[src/rtl/dac_seg_encoder.sv]
// dac_seg_encoder
//   Segmented current-steering DAC encoder. A 12-bit code is clipped to the
//   usable full scale (2303) and split into 17 unary thermometer cells
//   (128 LSB each) plus a 7-bit binary LSB segment. With dem_en set, the
//   thermometer cells are selected by data-weighted averaging: each sample
//   turns on the next n cells after the rotation pointer, so that cell
//   mismatch is spread over time.
//
//   Two-stage pipeline: stage 1 clips and registers the code, stage 2 encodes
//   and drives the outputs. The outputs and sat only change on a valid sample.
//   The complement outputs are registered alongside their true outputs.
//
// Ports
//   clkin          in   sample clock (rising edge)
//   rst            in   asynchronous active-high reset
//   pdb            in   power-down bar, synchronous; 0 clears the pipeline
//   code_in[11:0]  in   unsigned DAC code
//   valid_in       in   code_in carries a new sample
//   dem_en         in   1 = DWA rotation, 0 = fixed thermometer (stage-2 aligned)
//   dataouttherm   out  17 thermometer cell enables
//   dataoutthermb  out  complement of dataouttherm
//   dataoutbin     out  7-bit binary LSB segment
//   dataoutbinb    out  complement of dataoutbin
//   valid_out      out  one-cycle pulse when the outputs take a new sample
//   sat            out  the sample on the outputs was clipped
module dac_seg_encoder #(
  parameter int PTR_INIT = 0
) (
  input  logic        clkin,
  input  logic        rst,
  input  logic        pdb,
  input  logic [11:0] code_in,
  input  logic        valid_in,
  input  logic        dem_en,
  output logic [16:0] dataouttherm,
  output logic [16:0] dataoutthermb,
  output logic [6:0]  dataoutbin,
  output logic [6:0]  dataoutbinb,
  output logic        valid_out,
  output logic        sat
);

  localparam logic [11:0] CODE_MAX = 12'd2303;
  localparam logic [4:0]  PTR_RST  = 5'(PTR_INIT);

  logic        s1_valid;
  logic [11:0] s1_code;
  logic        s1_sat;
  logic [4:0]  ptr;

  logic [4:0]  n;
  logic [6:0]  b;
  logic [16:0] mask;
  logic [33:0] rot_full;
  logic [16:0] therm_next;
  logic [5:0]  ptr_sum;
  logic [4:0]  ptr_next;

  // Stage 1: clip and register.
  always_ff @(posedge clkin or posedge rst) begin
    if (rst) begin
      s1_valid <= 1'b0;
      s1_code  <= '0;
      s1_sat   <= 1'b0;
    end else if (!pdb) begin
      s1_valid <= 1'b0;
      s1_code  <= '0;
      s1_sat   <= 1'b0;
    end else begin
      s1_valid <= valid_in;
      s1_code  <= (code_in > CODE_MAX) ? CODE_MAX : code_in;
      s1_sat   <= (code_in > CODE_MAX);
    end
  end

  // Stage-2 encode. n is at most 17 because the code is clipped to 2303.
  always_comb begin
    n = s1_code[11:7];
    b = s1_code[6:0];
    mask = '0;
    for (int i = 0; i < 17; i++) begin
      mask[i] = (5'(i) < n);
    end
    // Rotate-left by ptr within 17 bits: the upper half of the doubled mask
    // shifted by ptr picks up the bits that wrapped past cell 16.
    rot_full   = {mask, mask} << ptr;
    therm_next = dem_en ? rot_full[33:17] : mask;
    // ptr <= 16 and n <= 17, so one conditional subtract is a full mod 17.
    ptr_sum    = {1'b0, ptr} + {1'b0, n};
    ptr_next   = (ptr_sum >= 6'd17) ? 5'(ptr_sum - 6'd17) : ptr_sum[4:0];
  end

  // Stage 2: output registers and rotation pointer.
  always_ff @(posedge clkin or posedge rst) begin
    if (rst) begin
      dataouttherm  <= '0;
      dataoutthermb <= '1;
      dataoutbin    <= '0;
      dataoutbinb   <= '1;
      valid_out     <= 1'b0;
      sat           <= 1'b0;
      ptr           <= PTR_RST;
    end else if (!pdb) begin
      dataouttherm  <= '0;
      dataoutthermb <= '1;
      dataoutbin    <= '0;
      dataoutbinb   <= '1;
      valid_out     <= 1'b0;
      sat           <= 1'b0;
      ptr           <= PTR_RST;
    end else begin
      valid_out <= s1_valid;
      if (s1_valid) begin
        dataouttherm  <= therm_next;
        dataoutthermb <= ~therm_next;
        dataoutbin    <= b;
        dataoutbinb   <= ~b;
        sat           <= s1_sat;
        if (dem_en) begin
          ptr <= ptr_next;
        end
      end
    end
  end

endmodule

[config.mk]
export PLATFORM = sky130hd
export DESIGN_NAME = dac_seg_encoder
export DESIGN_NICKNAME = d
export VERILOG_FILES = /design/src/rtl/dac_seg_encoder.sv
export SDC_FILE = /design/constraint.sdc
export NUM_CORES = 1
export LEC_CHECK = 0
export BUFFER_PORTS_ARGS = -buffer_cell sky130_fd_sc_hd__buf_4
export CORE_ASPECT_RATIO = 1.25
export CORE_MARGIN = 5
export CORE_UTILIZATION = 58
export CTS_CLUSTER_DIAMETER = 40
export DETAILED_ROUTE_END_ITERATION = 10
export PLACE_DENSITY = 0.78
export REMOVE_ABC_BUFFERS = 1
export SLEW_MARGIN = 0
export SYNTH_ARGS = -nofsm -noshare
export SYNTH_HDL_FRONTEND = slang
export SYNTH_SLANG_ARGS = --single-unit
[constraint.sdc]
create_clock -name clkin -period 3.2 [get_ports clkin]
set_input_delay 0.48 -clock clkin [delete_from_list [all_inputs] [get_ports clkin]]
set_output_delay 0.48 -clock clkin [all_outputs]
set_load 0.02 [all_outputs]
==> results of run 1 <==
-- power by group through the flow --
stage          logic [mW]  clock network [mW]  registers [mW]
4_1_cts             0.510               0.737           0.967
3_5_place_dp        0.507                   0           0.982
6_report            0.518               0.726           0.967
2_1_floorplan       0.246                   0            1.04
5_1_grt             0.562               0.770           0.972
3_3_place_gp        0.502                   0           0.981
-- registers in the layout, indices dropped and copies added, names as in the netlist --
| name | flops |
|---|---|
| valid_out | 1 |
| s1_valid | 1 |
| dataoutbin | 7 |
| s1_sat | 1 |
| sat | 1 |
| s1_code | 12 |
| dataouttherm | 17 |
| dataoutthermb | 17 |
| ptr | 5 |
| dataoutbinb | 7 |
-- worst min path at each step --
| stage | end | slack [ps] | cells past startpoint |
|---|---|---|---|
| after floorplan | dataoutbinb[0]$_DFFE_PP1P_ | 460 | 3 |
| after global placement | dataouttherm[8]$_DFFE_PP0P_ | 460 | 2 |
| after detailed placement | dataouttherm[8]$_DFFE_PP0P_ | 470 | 2 |
| after CTS | dataouttherm[11]$_DFFE_PP0P_ | 290 | 2 |
| after global routing | s1_code[3]$_DFF_PP0_ | 320 | 3 |
| final | dataouttherm[11]$_DFFE_PP0P_ | 270 | 2 |
-- cell usage after synthesis, types with 8 or more instances --
cell       instances  area share, %
o2111ai_1          8            1.5
a31oi_1            9            1.2
o21a_1            12            2.0
nand2b_1          14            1.9
o21ai_0           22            2.4
nand3_1           19            2.1
nor3_1            10            1.1
buf_2             12            1.3
a21boi_0           8            1.3
a21oi_1           31            3.4
inv_1             16            1.3
clkbuf_1          24            2.0
nor2_1            45            3.7
dfstp_2           24             14
nand2_1           82            6.8
a21o_1             9            1.5
o21ai_1            9           0.99
dfrtp_1           45             25
-- routing by layer --
layer / GRT usage [%] / vias up / routed length, µm
met1: 37.5 / 2121 / 5070
met4: 19.1 / 0 / 988
met2: 49.9 / 325 / 6950
li1: - / 2085 / -
met3: 7.33 / 88 / 1330
met5: 0 / - / 0
-- area by class of cell --
class	count	share of cell area, %
inverters	17	1.20
repair buffers	86	12.1
flip-flops and latches	69	32.9
clock inverters	7	1.38
well taps	95	2.23
multi-input cells	415	47.8
clock buffers	9	2.32
-- through the flow --
stage          worst slack [ps]  hold WS (ps)  instances  instance area, µm²  total power, mW
2_1_floorplan               226           463        501                4370             1.29
3_3_place_gp                716           465        682                5130             1.48
3_5_place_dp                606           469        682                5130             1.49
4_1_cts                     581           289        698                5330             2.21
5_1_grt                     391           325        698                5330             2.30
6_report                    576           270        698                5330             2.21
-- cell families (layout without fill, tap and decap cells) --
logic type,count (synthesis),after routing,share of synthesized area (%)
AO/OA/AOI/OAI,181,181,29.0
XOR/XNOR,3,3,0.743
adder cells (fa/ha/maj),8,8,2.36
buffers and inverters,57,119,5.36
flip-flops,69,69,38.6
multiplexers,6,6,1.35
AND/OR/NAND/NOR,217,217,22.6
==> metrics.yaml, run 1 <==
worst_setup_path:
  worstPathRequired_ps: 3490
  reg2regPathDepth: 7
  worst_path_max_delay_cell: "dfrtp_1"
  r2r_slack_ps: 580
  rr_endpoint: "dataoutthermb[9]$_DFFE_PP1P_"
  cp.depth: 7
  cp-startpoint: "s1_code[9]$_DFF_PP0_"
  r2r_start: "s1_code[9]$_DFF_PP0_"
  path_delay_family: "simple AND/OR/NAND/NOR gates"
  path_buf_inv: 1
  crit_fanout: 10
  path_class: "reg2reg"
  endpoint: "dataoutthermb[9]$_DFFE_PP1P_"
  crit_path_start_kind: "flip-flop"
  endpoint_kind: "flip-flop"
  cpPeakStageDelay_ps: 540
  cp.arrival_ps: 2920
  crit_chain: "buf_4 > o21ai_1 > a31oi_1 > nor3_1 > nor4_1 > or3b_1 > nor2_1"
synthesis:
  synth_edf_count: 0
  yosysWarnings: 0
  netlist_instances: 541
  ys_async_sr_fraction_pct: 100
  synth-seq-area-share_pct: 38.6
  ys_types: 71
  ys_seq_elements: 69
  syn_area_um2: 4550
  syn-mean-instance-area_um2: 8.41
  synth_flop_cell: "dfrtp_1"
timing:
  tightest_slew_ps: 766
  clock.fmax_mhz: 381
  relSlewSlack_pct: 48.9
  grt_setup_unrepaired: "no"
  post-route-min-period_ps: 2620
  final.setup.tns_ps: 0
  finalSetupViolCount: 0
  finalMaxSlewViolations: 0
  final_hold_viol_count: 0
  fin_worst_skew_ps: 9.87
  post-route-period-util_pct: 82.0
global_route:
  antenna_found_initial: 0
  gr-total-overflow: 0
  grt.total_usage_pct: 31.2
  grt_max_degree: 40
  grt_pass1_wl_um: 23100
  grt_pass1_vias: 4496
power:
  p_leak_nw: 2.40
  power_frac_seq_pct: 43.7
  p_clk_share_pct: 32.8
  switching_share_pct: 32.8
  internal_power_mw: 1.49
  ir_worst_vdd_mv: 0.331
  pwr-share-comb_pct: 23.4
  netSwitchingPower_mw: 0.726
  power_density_nw_per_um2: 415
final_layout:
  layout_common_cells: "buf_4, nand2_1, nor2_1, dfrtp_1, a21oi_1"
  multi_input_comb_area_um2: 2550
  drive_gt1_share_pct: 23.7
  seq_area_um2: 1760
  antenna_cells: 0
  final_common_cell: "buf_4"
  fin_util_pct: 68.8
  final_nets: 623
  fillers: 641
  area.growth.synth_to_final_pct: 17.2
drt:
  drt_iter0_drc: 897
  wl_per_cell_um: 20.5
  num_vias: 4619
  antenna_left: 0
  wl_um: 14300
  drc: 0
  viasPerCell: 6.62
  drt_first_pass_iters: 5
die:
  initial_core_util_pct: 58.7
  core_um2: 7750
  die_w_um: 89.2
  ioPinCount: 67
  die_area_um2: 9730
  fp.dieH_um: 109
  rows: 36
placement:
  hpwl_um: 10500
  routabilityCongestion: 1.08
  port-buffer-count: 66
cts:
  cts_sinks: 69
  post_cts_buffers: 0
  clk_pin_slew_worst_paths_ps: 80
  ctsResizeCount: 0
  ctsHoldBuffers: 0
  clockBufferDepth: 2
  numCtsBuffers: 9
  h-tree-depth: 3
  clock_latency_ps: 350
  clockRootBuffer: "clkbuf_8"
  cts_tree: "done"
min_path:
  hold_path_class: "in2async"
run:
  maxCapViolations: 0
status:
  outcome: "finished, final reports clean"
(Power assumes the default switching activity.)
==> run 2, diff against run 1 <==
Clock period 3.2 ns to 2.5 ns, I/O delays scaled along.
==> run 2 against run 1 <==
Net effect:
- largest cell class unchanged
- total power is 29% higher
- wire length rose by 1.1%
- cell count increased by 2.3%
- sequential share of layout area decreased by 1.1 points
- via count up 1.6%
- first-iteration DRC count shrank 37%
- critical path depth is 1 higher
- register-to-register slack worse by 480 ps
- clock power is 25% higher
- die area stayed put
- global-route usage down 0.26 points
- hold slack got worse by 210 ps
==> metrics.yaml, run 2 (synthesis gave the netlist of run 1 again) <==
worst_setup_path:
  cp-startpoint: "s1_code[7]$_DFF_PP0_"
  crit_path_start_kind: "flip-flop"
  crit_fanout: 6  # -4
  r2r_start: "s1_code[7]$_DFF_PP0_"
  rr_endpoint: "ptr[2]$_DFFE_PP0P_"
  r2r_slack_ps: 100  # -480 ps
  path_class: "reg2reg"
  worstPathRequired_ps: 2720  # -770 ps
  reg2regPathDepth: 8  # +1
  endpoint_kind: "flip-flop"
  cp.arrival_ps: 2630  # -290 ps
placement:
  port-buffer-count: 66  # unchanged
  routabilityCongestion: 1.04  # -3.7%
  pre_cts_ws_ps: -12.1  # -618 ps
  hpwl_um: 10700  # +2.5%
timing:
  tightest_slew_ps: 1180  # +412 ps
  clock.fmax_mhz: 416  # +9.2%
  setup_slack_ps: 97.3  # -479 ps
  relSlewSlack_pct: 20.8  # -28 points
  post-route-min-period_ps: 2400  # -221 ps
  finalMaxSlewViolations: 0  # unchanged
  post-route-period-util_pct: 96.1  # +14 points
  whs_ps: 59.4  # -210 ps
  finalSetupViolCount: 0  # unchanged
  grt_setup_unrepaired: "yes"
  fin_worst_skew_ps: 12.4  # +2.55 ps
  final_hold_viol_count: 0  # unchanged
cts:
  cts_tree: "done"
  clk_pin_slew_worst_paths_ps: 80  # about the same
  ctsHoldBuffers: 0  # unchanged
  clock_latency_ps: 350  # about the same
  post_cts_buffers: 0  # unchanged
  cts_sinks: 69  # unchanged
  numCtsBuffers: 9  # unchanged
  h-tree-depth: 3  # unchanged
  clockRootBuffer: "clkbuf_8"
  clockBufferDepth: 2  # unchanged
status:
  outcome: "finished, final reports clean"
drt:
  num_vias: 4691  # +1.6%
  drt_first_pass_iters: 6  # +1
  wl_per_cell_um: 20.3  # -1.2%
  drc: 0  # unchanged
  drt_iter0_drc: 567  # -37%
  wl_um: 14500  # +1.1%
  viasPerCell: 6.57  # -0.72%
  antenna_left: 0  # unchanged
die:
  fp.dieH_um: 109  # unchanged
  ioPinCount: 67  # unchanged
  initial_core_util_pct: 58.7  # unchanged
  die_w_um: 89.2  # unchanged
  rows: 36  # unchanged
  core_um2: 7750  # unchanged
  die_area_um2: 9730  # unchanged
final_layout:
  layout_common_cells: "buf_4, nand2_1, nor2_1, dfrtp_1, a21oi_1"
  final_nets: 639  # +2.6%
  fin_util_pct: 71.4  # +2.5 points
  drive_gt1_share_pct: 27.3  # +3.6 points
  antenna_cells: 0  # unchanged
  reg_top3: "dataouttherm (17), dataoutthermb (17), s1_code (12)"
  final_common_cell: "buf_4"
  area.growth.synth_to_final_pct: 21.5
power:
  power_density_nw_per_um2: 515  # +24%
  ir_worst_vdd_mv: 0.452  # +36%
  p_leak_nw: 2.48  # +3.2%
global_route:
  gr-total-overflow: 0  # unchanged
  grt_max_degree: 47  # +18%
  grt.total_usage_pct: 31.0  # -0.26 points
  antenna_found_initial: 0  # unchanged
  grt_pass1_wl_um: 22900  # -0.84%
  grt_pass1_vias: 4446  # -1.1%
run:
  maxCapViolations: 0  # unchanged
min_path:
  hold_path_class: "in2async"
-- run 2: cell count changes in the layout (fill, tap and decap cells not counted), sizes merged --
cell      change
buf          +16
clkinv        -2
clkbuf        +1
clkinvlp      +1
-- run 2: worst max-delay path by stage --
stage	end	slack [ps]	cells past startpoint
after CTS	ptr[3]$_DFFE_PP0P_	10	9
after detailed placement	ptr[2]$_DFFE_PP0P_	-10	8
final	ptr[2]$_DFFE_PP0P_	100	8
after global placement	ptr[2]$_DFFE_PP0P_	80	8
after floorplan	ptr[2]$_DFFE_PP0P_	-470	7
after global routing	ptr[2]$_DFFE_PP0P_	-6	8
-- run 2: layer usage --
metal	wire length [µm]	up-vias	global-route usage [%]	part of all wire [%]
met3	989	51	4.76	6.8
li1	-	2124	-	-
met4	680	0	15.7	4.7
met2	7400	254	51.5	51
met5	0	-	0	0
met1	5430	2262	38.4	37
-- run 2: area by class of cell --
cell class | count | area (µm²)
Clock buffer | 10 | 128
Sequential cell | 69 | 1760
Fill cell | 619 | 2220
Clock inverter | 6 | 63.8
Multi-Input combinational cell | 415 | 2590
Inverter | 17 | 63.8
Tap cell | 95 | 119
Timing Repair Buffer | 102 | 803
-- run 2: report_power, final --
part | total, mW | internal, mW | switching (mW)
Clock | 0.908 | 0.461 | 0.447
Sequential | 1.24 | 1.20 | 0.0398
Combinational | 0.701 | 0.267 | 0.434
-- run 2: critical path: stages, from the launching register on --
cell,delay [ps]
dfrtp_1,390
ha_2,190
inv_2,60
fa_2,470
ha_2,190
nand4b_1,210
o32ai_4,420
mux2i_1,240
o311ai_1,120
-- run 2: repair_timing --
item / 4_1_cts / 5_1_grt
gates resized for setup: 2 / 11
pin swaps: 0 / 5
setup endpoints to repair: 1 / 5
-- run 2: metrics by stage --
step / power [mW] / TNS, ps / area (µm²) / cells
final: 2.84 / 0 / 5530 / 714
after floorplan: 1.65 / -1980 / 4370 / 501
after global placement: 1.92 / 0 / 5290 / 698
after global routing: 2.97 / -6.32 / 5530 / 714
after CTS: 2.84 / 0 / 5500 / 714
after detailed placement: 1.93 / -12.1 / 5290 / 698
